## config.mk

```make
export PLATFORM = sky130hd
export DESIGN_NAME = operand_frame_collector
export DESIGN_NICKNAME = d
export VERILOG_FILES = /design/src/rtl/operand_frame_collector.sv
export SDC_FILE = /design/constraint.sdc
export NUM_CORES = 1
export LEC_CHECK = 0
export CORE_UTILIZATION = 55
export DETAILED_ROUTE_END_ITERATION = 10
export HOLD_SLACK_MARGIN = 0.02
export PLACE_DENSITY = 0.83
export SLEW_MARGIN = 20
export SYNTH_ARGS = -nofsm -noshare
export SYNTH_HDL_FRONTEND = slang
export SYNTH_SLANG_ARGS = --single-unit
```

## constraint.sdc

```tcl
create_clock -name clk -period 4.44 [get_ports clk]
set_input_delay 1.11 -clock clk [delete_from_list [all_inputs] [get_ports clk]]
set_output_delay 1.11 -clock clk [all_outputs]
set_load 0.01 [all_outputs]
```

## src/rtl/operand_frame_collector.sv

```systemverilog
// operand_frame_collector: assembles NUM_OPS operands plus one opcode word into a frame
// and presents it downstream through a valid/ack handshake, parking one extra frame.
//   clk, reset (async, active-low)
//   in / i_ready / i_accept    : serial word input, one word per cycle
//   frame_abort                : drop the partially assembled frame
//   clr_err / o_overrun        : sticky flag for words offered while i_accept=0
//   num_bus / op_code / o_ready / o_ack : registered frame output and handshake
module operand_frame_collector #(
    parameter int DATA_W   = 8,
    parameter int NUM_OPS  = 2,
    parameter int OP_BYTES = 1
) (
    input  logic                                clk,
    input  logic                                reset,
    input  logic [DATA_W-1:0]                   in,
    input  logic                                i_ready,
    output logic                                i_accept,
    input  logic                                frame_abort,
    input  logic                                clr_err,
    output logic [NUM_OPS*OP_BYTES*DATA_W-1:0]  num_bus,
    output logic [DATA_W-1:0]                   op_code,
    output logic                                o_ready,
    input  logic                                o_ack,
    output logic                                o_overrun
);
    localparam int NW    = NUM_OPS * OP_BYTES;
    localparam int TOTAL = NW + 1;
    localparam int CW    = $clog2(TOTAL);
    localparam int NB    = NW * DATA_W;

    typedef enum logic {COLLECT, PARKED} state_t;

    state_t                    state_q;
    logic [CW-1:0]             cnt_q, cnt_d;
    logic [TOTAL*DATA_W-1:0]   asm_q;
    logic [NB-1:0]             num_bus_q;
    logic [DATA_W-1:0]         op_code_q;
    logic                      o_ready_q, o_overrun_q;
    logic                      take, last, present;

    always_comb begin
        take    = i_ready & (state_q == COLLECT) & ~frame_abort;
        last    = take & (cnt_q == CW'(TOTAL - 1));
        // A completing word goes straight to the outputs unless a frame is still unacknowledged
        present = last & (~o_ready_q | o_ack);
        cnt_d   = ((frame_abort & (state_q == COLLECT)) | last) ? '0 : cnt_q + CW'(take);
    end

    always_ff @(posedge clk or negedge reset) begin
        if (!reset) begin
            state_q     <= COLLECT;
            cnt_q       <= '0;
            asm_q       <= '0;
            num_bus_q   <= '0;
            op_code_q   <= '0;
            o_ready_q   <= 1'b0;
            o_overrun_q <= 1'b0;
        end else begin
            cnt_q       <= cnt_d;
            o_overrun_q <= (i_ready & (state_q == PARKED)) | (o_overrun_q & ~clr_err);
            if (take)
                asm_q[cnt_q*DATA_W +: DATA_W] <= in;
            if (present) begin
                num_bus_q <= asm_q[NB-1:0];
                op_code_q <= in;
                o_ready_q <= 1'b1;
            end else if (last) begin
                state_q <= PARKED;
            end else if (state_q == PARKED && o_ack) begin
                // Parked frame moves to the outputs; o_ready stays high
                num_bus_q <= asm_q[NB-1:0];
                op_code_q <= asm_q[TOTAL*DATA_W-1 -: DATA_W];
                state_q   <= COLLECT;
            end else if (o_ack) begin
                o_ready_q <= 1'b0;
            end
        end
    end

    assign i_accept  = (state_q == COLLECT);
    assign num_bus   = num_bus_q;
    assign op_code   = op_code_q;
    assign o_ready   = o_ready_q;
    assign o_overrun = o_overrun_q;
endmodule

```

After elaboration in Yosys (flattened, before gate mapping)

Cells that the tools add are included.

Bits in registers: 53
Bits of input ports: 14
Logic and storage cells: 50

$add $sub $neg: 2
Equality and inequality tests: 3
Shift-type cells: 2
Multiplexer cells: 14
Bitwise logic cells: 15
Reductions and logical operators: 7

Operator list:

| kind                                                   | number |
|---|---|
| two-way mux 16 bit                                     | 3 |
| negation 5 -> 34 bit                                   | 1 |
| variable shift 8 x 34 -> 24 bit (first input constant) | 1 |
| indexed part select 8 x 34 -> 24 bit                   | 1 |
| bitwise mux 24 bit                                     | 1 |
| two-way mux 8 bit                                      | 3 |
| AND 1 bit                                              | 7 |
| two-way mux 1 bit                                      | 6 |
| nonzero test 2 bit                                     | 3 |
| inverter 1 bit                                         | 5 |
| AND reduction 2 bit                                    | 2 |
| OR 1 bit                                               | 3 |
| AND reduction 3 bit                                    | 1 |
| adder 2 x 1 -> 2 bit                                   | 1 |
| == test 2 bit (second input constant)                  | 1 |
| two-way mux 2 bit                                      | 1 |
| inequality test 2 x 1 -> 1 bit (second input constant) | 1 |
| inequality test 2 bit (second input constant)          | 1 |
| logical AND 1 bit                                      | 1 |

Depth between registers and ports, before layout

Depth in word-level cells: 7
Mapped depth: 8

Least setup slack after synthesis

OpenSTA, ideal clock, no wires.

Kind: in2reg
Start: input port frame_abort
End: register num_bus_q[10], in the netlist num_bus[10]
Setup time: 0.125 ns
Arrival time: 2.161 ns
Data required time: 4.315 ns
Path slack: 2.154 ns
Stages: 6
Cells stage by stage: nand4bb_1 buf_2 o21a_1 buf_6 buf_6 mux2_4

Cells in the longest elaborated chain, start to end: 6
Elaborated cells on any way between the ends: 8

Ends and longest elaborated chain:

| what                                                                                  | RTL line | source |
|---|---|---|
| start: declaration                                                                    | 18       | `input logic frame_abort,` |
| inverter 1 bit *                                                                      | 42       | `take = i_ready & (state_q == COLLECT) & ~frame_abort;` |
| AND 1 bit *                                                                           | 42       |  |
| AND 1 bit *                                                                           | 43       | `last = take & (cnt_q == CW'(TOTAL - 1));` |
| AND 1 bit                                                                             | 45       | `present = last & (~o_ready_q \| o_ack);` |
| inequality test 2 x 1 -> 1 bit (no source line) or nonzero test 2 bit (tied branches) | --       |  |
| AND reduction 2 bit (no source line)                                                  | --       |  |
| end signal: assignment                                                                | 64       | `num_bus_q <= asm_q[NB-1:0];` |
| end signal: assignment                                                                | 71       | `num_bus_q <= asm_q[NB-1:0];` |
| end: declaration                                                                      | 36       | `logic [NB-1:0] num_bus_q;` |

Mark *: on every way between the ends. The rest lies on a longest branch, timed or not.
A chain may end at the register's enable or synchronous reset.

Worst setup path after layout

Start: input port frame_abort
End: register num_bus_q[2], in the netlist num_bus[2]

The elaborated chain is that of the path after synthesis.

==> flow_metrics.tcl <==
set metrics [dict create \
    floorplan.io_pins 41 \
    critPathLaunch "frame_abort" \
    max_clock_freq_mhz 329 \
    synth_area_sq_um 2230 \
    overflow 0 \
    cts_tree "done" \
    finalWirelength_um 4410 \
    via_per_inst 5.66 \
    synth_fp_nets 197 \
    cts_clock_pin_slew_for_the_worst_setup_and_hold_paths_ns 0.08 \
    synth.ff_latch_count 53 \
    max-clock-path-buffers 2 \
    final.period_utilization 0.685 \
    grt_first_pass_wirelength_um 7310 \
    grt_pass1_vias 1476 \
    cp-start-kind "input port" \
    drv.max_cap_violation_count 0 \
    timing.slew.headroom 0.370 \
    timing_max_transition_violations_final 0 \
    vdd.ir_drop.worst_v 0.000174 \
    ctsRootBufferMaster "sky130_fd_sc_hd__clkbuf_8" \
    power.static_leakage_nw 1.31 \
    setup_viol 0 \
    place_worst_setup_slack_ns 1.09 \
    die_width_um 65.7 \
    drive_above_1_share 0.164 \
    place.detailed.instances 260 \
    syn_area_cell_sq_um 12.4 \
    synthToLayoutAreaGrowth_pct 22.7 \
    clock_insertion_delay_worst_skew_ns 0.30 \
    fin_nets 237 \
    antenna_found_initial 0 \
    io_buffer_count 40 \
    post_synth_most_frequent_cells "53 x sky130_fd_sc_hd__dfrtp_1, 36 x sky130_fd_sc_hd__nand2_1, 19 x sky130_fd_sc_hd__mux2_2, 18 x sky130_fd_sc_hd__o21ai_0, 8 x sky130_fd_sc_hd__a22o_1" \
    route.detailed.wl_per_inst_um 16.5 \
    cts_hold_buf 0 \
    setup_crit_end "num_bus[2]" \
    worst_r2r_startpoint "cnt_q[0]" \
    gp_congestion 0.804 \
    post-route-cell-area_sq_um 2730 \
    synth_top_area_cell "sky130_fd_sc_hd__dfrtp_1" \
    most_frequently_used_flop_master_after_synthesis "sky130_fd_sc_hd__dfrtp_1" \
    detail_route.iter0.violations 109 \
    synth.yosys.warnings 0 \
    total_number_of_vias 1510 \
    detail-route-antenna-nets 0 \
    crit_arrival_ns 3.22 \
    netlist-cell-type-count 22 \
    hold_path.class "flop to flop" \
    cts.repair.resized 0 \
    synthArstFlopShare 1.00 \
    die_area_sq_um 4310 \
    floorplan.rows 22 \
    cts_setup_buffers 0 \
    worstPathRequired_ns 4.62 \
    finalNonFillerCells 267 \
    synth_top_cell_area_share 0.595 \
    timing.critical_path.to_type "flop" \
    regToRegSetupSlack_ns 2.01 \
    grt_max_degree 54 \
    total_power_per_unit_cell_area_nw_per_um2 362 \
    timing.final.ws_setup_ns 1.40 \
    timing_worst_slew_pin_value_ns 0.946 \
    grt_setup_unrepaired "false" \
    min_cycle_time_layout_ns 3.04 \
    antennaDiodeCount 0 \
    dp_hpwl_um 3080 \
    cts_sinks 53 \
    start_util 0.591 \
    synth_top_cells_by_area "sky130_fd_sc_hd__dfrtp_1 60%, sky130_fd_sc_hd__mux2_2 9.6%, sky130_fd_sc_hd__nand2_1 6.1%, sky130_fd_sc_hd__mux2_4 4.7%, sky130_fd_sc_hd__o21ai_0 4.0%" \
    cts-htree-levels 2 \
    whs_path_depth 2 \
    drt-pass1-iter-count 4 \
    number_of_buffers_added_by_the_clock_tree_synthesis_step 5 \
    critPathMaxFanout 19 \
    global_route.usage.total 0.234 \
    outcome "complete, no violations" \
    place_area_sq_um 2650 \
    timing.setup.critical_path_class "input port to flop" \
    fin_worst_hold_slack_ns 0.480 \
    r2r-end "num_bus[2]" \
    layout.core_utilization 0.725 \
    syn_inst 179 \
    finalSetupTns_ns 0 \
    hold_viol 0 \
    fin_skew_ns 0.00468 \
    worstRegToRegCells 6 \
    core-area_sq_um 3770 \
    synth_seq_area_share 0.595 \
    most_numerous_cell_in_the_yosys_netlist "sky130_fd_sc_hd__dfrtp_1" \
    die-height_um 65.7 \
    detail_route.drc_violations 0 \
    synth_enable_flop_cells 0 \
    totalPowerFinal_mw 0.991 \
]
## power breakdown
group / total (mW) / leakage (nW) / internal (mW) / switching, mW
Combinational: 0.170 / 0.547 / 0.0982 / 0.0722
Clock: 0.265 / 0.0443 / 0.124 / 0.141
Sequential: 0.555 / 0.723 / 0.528 / 0.0268
Total: 0.991 / 1.31 / 0.750 / 0.240
## logic make-up (layout without fill, tap and decap cells)
kind of cell,Yosys count,after routing,synth area share
flops,53,53,0.595
simple gates,51,51,0.114
compound gates,31,31,0.0921
mux,26,26,0.143
buf+inv,13,53,0.0292
fa+ha+maj,4,4,0.0225
xor+xnor,1,1,0.00393
## layout make-up
class / instances / area, sq um
clock buffer: 7 / 86.3
fill: 261 / 1040
inverter: 5 / 18.8
multi-input combinational: 113 / 837
sequential: 53 / 1330
tap: 48 / 60.1
timing repair buffer: 41 / 405
## per-layer routing
metal | up-vias | part of all wire | global-route usage
met5 | - | 0 | 0
met4 | 0 | 0.023 | 0.0842
met3 | 14 | 0.049 | 0.0590
met2 | 61 | 0.49 | 0.356
met1 | 737 | 0.44 | 0.326
li1 | 698 | - | -
## worst min path at each step
stage	start	endpoint	slack (ns)
final	asm_q[5]	asm_q[5]	0.48
after global routing	asm_q[5]	asm_q[5]	0.51
after CTS	asm_q[5]	asm_q[5]	0.49
after detailed placement	asm_q[5]	asm_q[5]	0.47
after global placement	asm_q[5]	asm_q[5]	0.46
after floorplan	asm_q[0]	asm_q[0]	0.45
## registers in the layout (all words and copies together), names as in the netlist
signal	count
num_bus	16
o_ready	1
cnt_q	2
asm_q	24
state_q	1
op_code	8
o_overrun	1
## cell usage in the layout (no fill, tap or decap)
master                             n
sky130_fd_sc_hd__a221o_1           3
sky130_fd_sc_hd__mux2_4            7
sky130_fd_sc_hd__a22o_1            8
sky130_fd_sc_hd__nand4bb_1         3
sky130_fd_sc_hd__nor2_2            1
sky130_fd_sc_hd__inv_1             5
sky130_fd_sc_hd__nand2_1          36
sky130_fd_sc_hd__o21a_1            2
sky130_fd_sc_hd__o21ai_0          18
sky130_fd_sc_hd__xor2_1            1
sky130_fd_sc_hd__nor2b_1           1
sky130_fd_sc_hd__and3_1            6
sky130_fd_sc_hd__nor2_1            1
sky130_fd_sc_hd__dfrtp_1          53
sky130_fd_sc_hd__clkdlybuf4s50_1  39
sky130_fd_sc_hd__mux2_2           19
sky130_fd_sc_hd__buf_4             2
sky130_fd_sc_hd__clkbuf_8          6
sky130_fd_sc_hd__nor3b_1           1
sky130_fd_sc_hd__nor4b_2           1
sky130_fd_sc_hd__ha_1              4
sky130_fd_sc_hd__and3b_1           1
sky130_fd_sc_hd__clkbuf_1          1
## worst max-delay path: stages
cell and delay [ns]:
sky130_fd_sc_hd__clkdlybuf4s50_1 0.53, sky130_fd_sc_hd__nand4bb_1 0.15, sky130_fd_sc_hd__buf_4 0.21, sky130_fd_sc_hd__o21a_1 0.78, sky130_fd_sc_hd__mux2_2 0.43
Note: power is estimated with default switching activity, not from simulation.
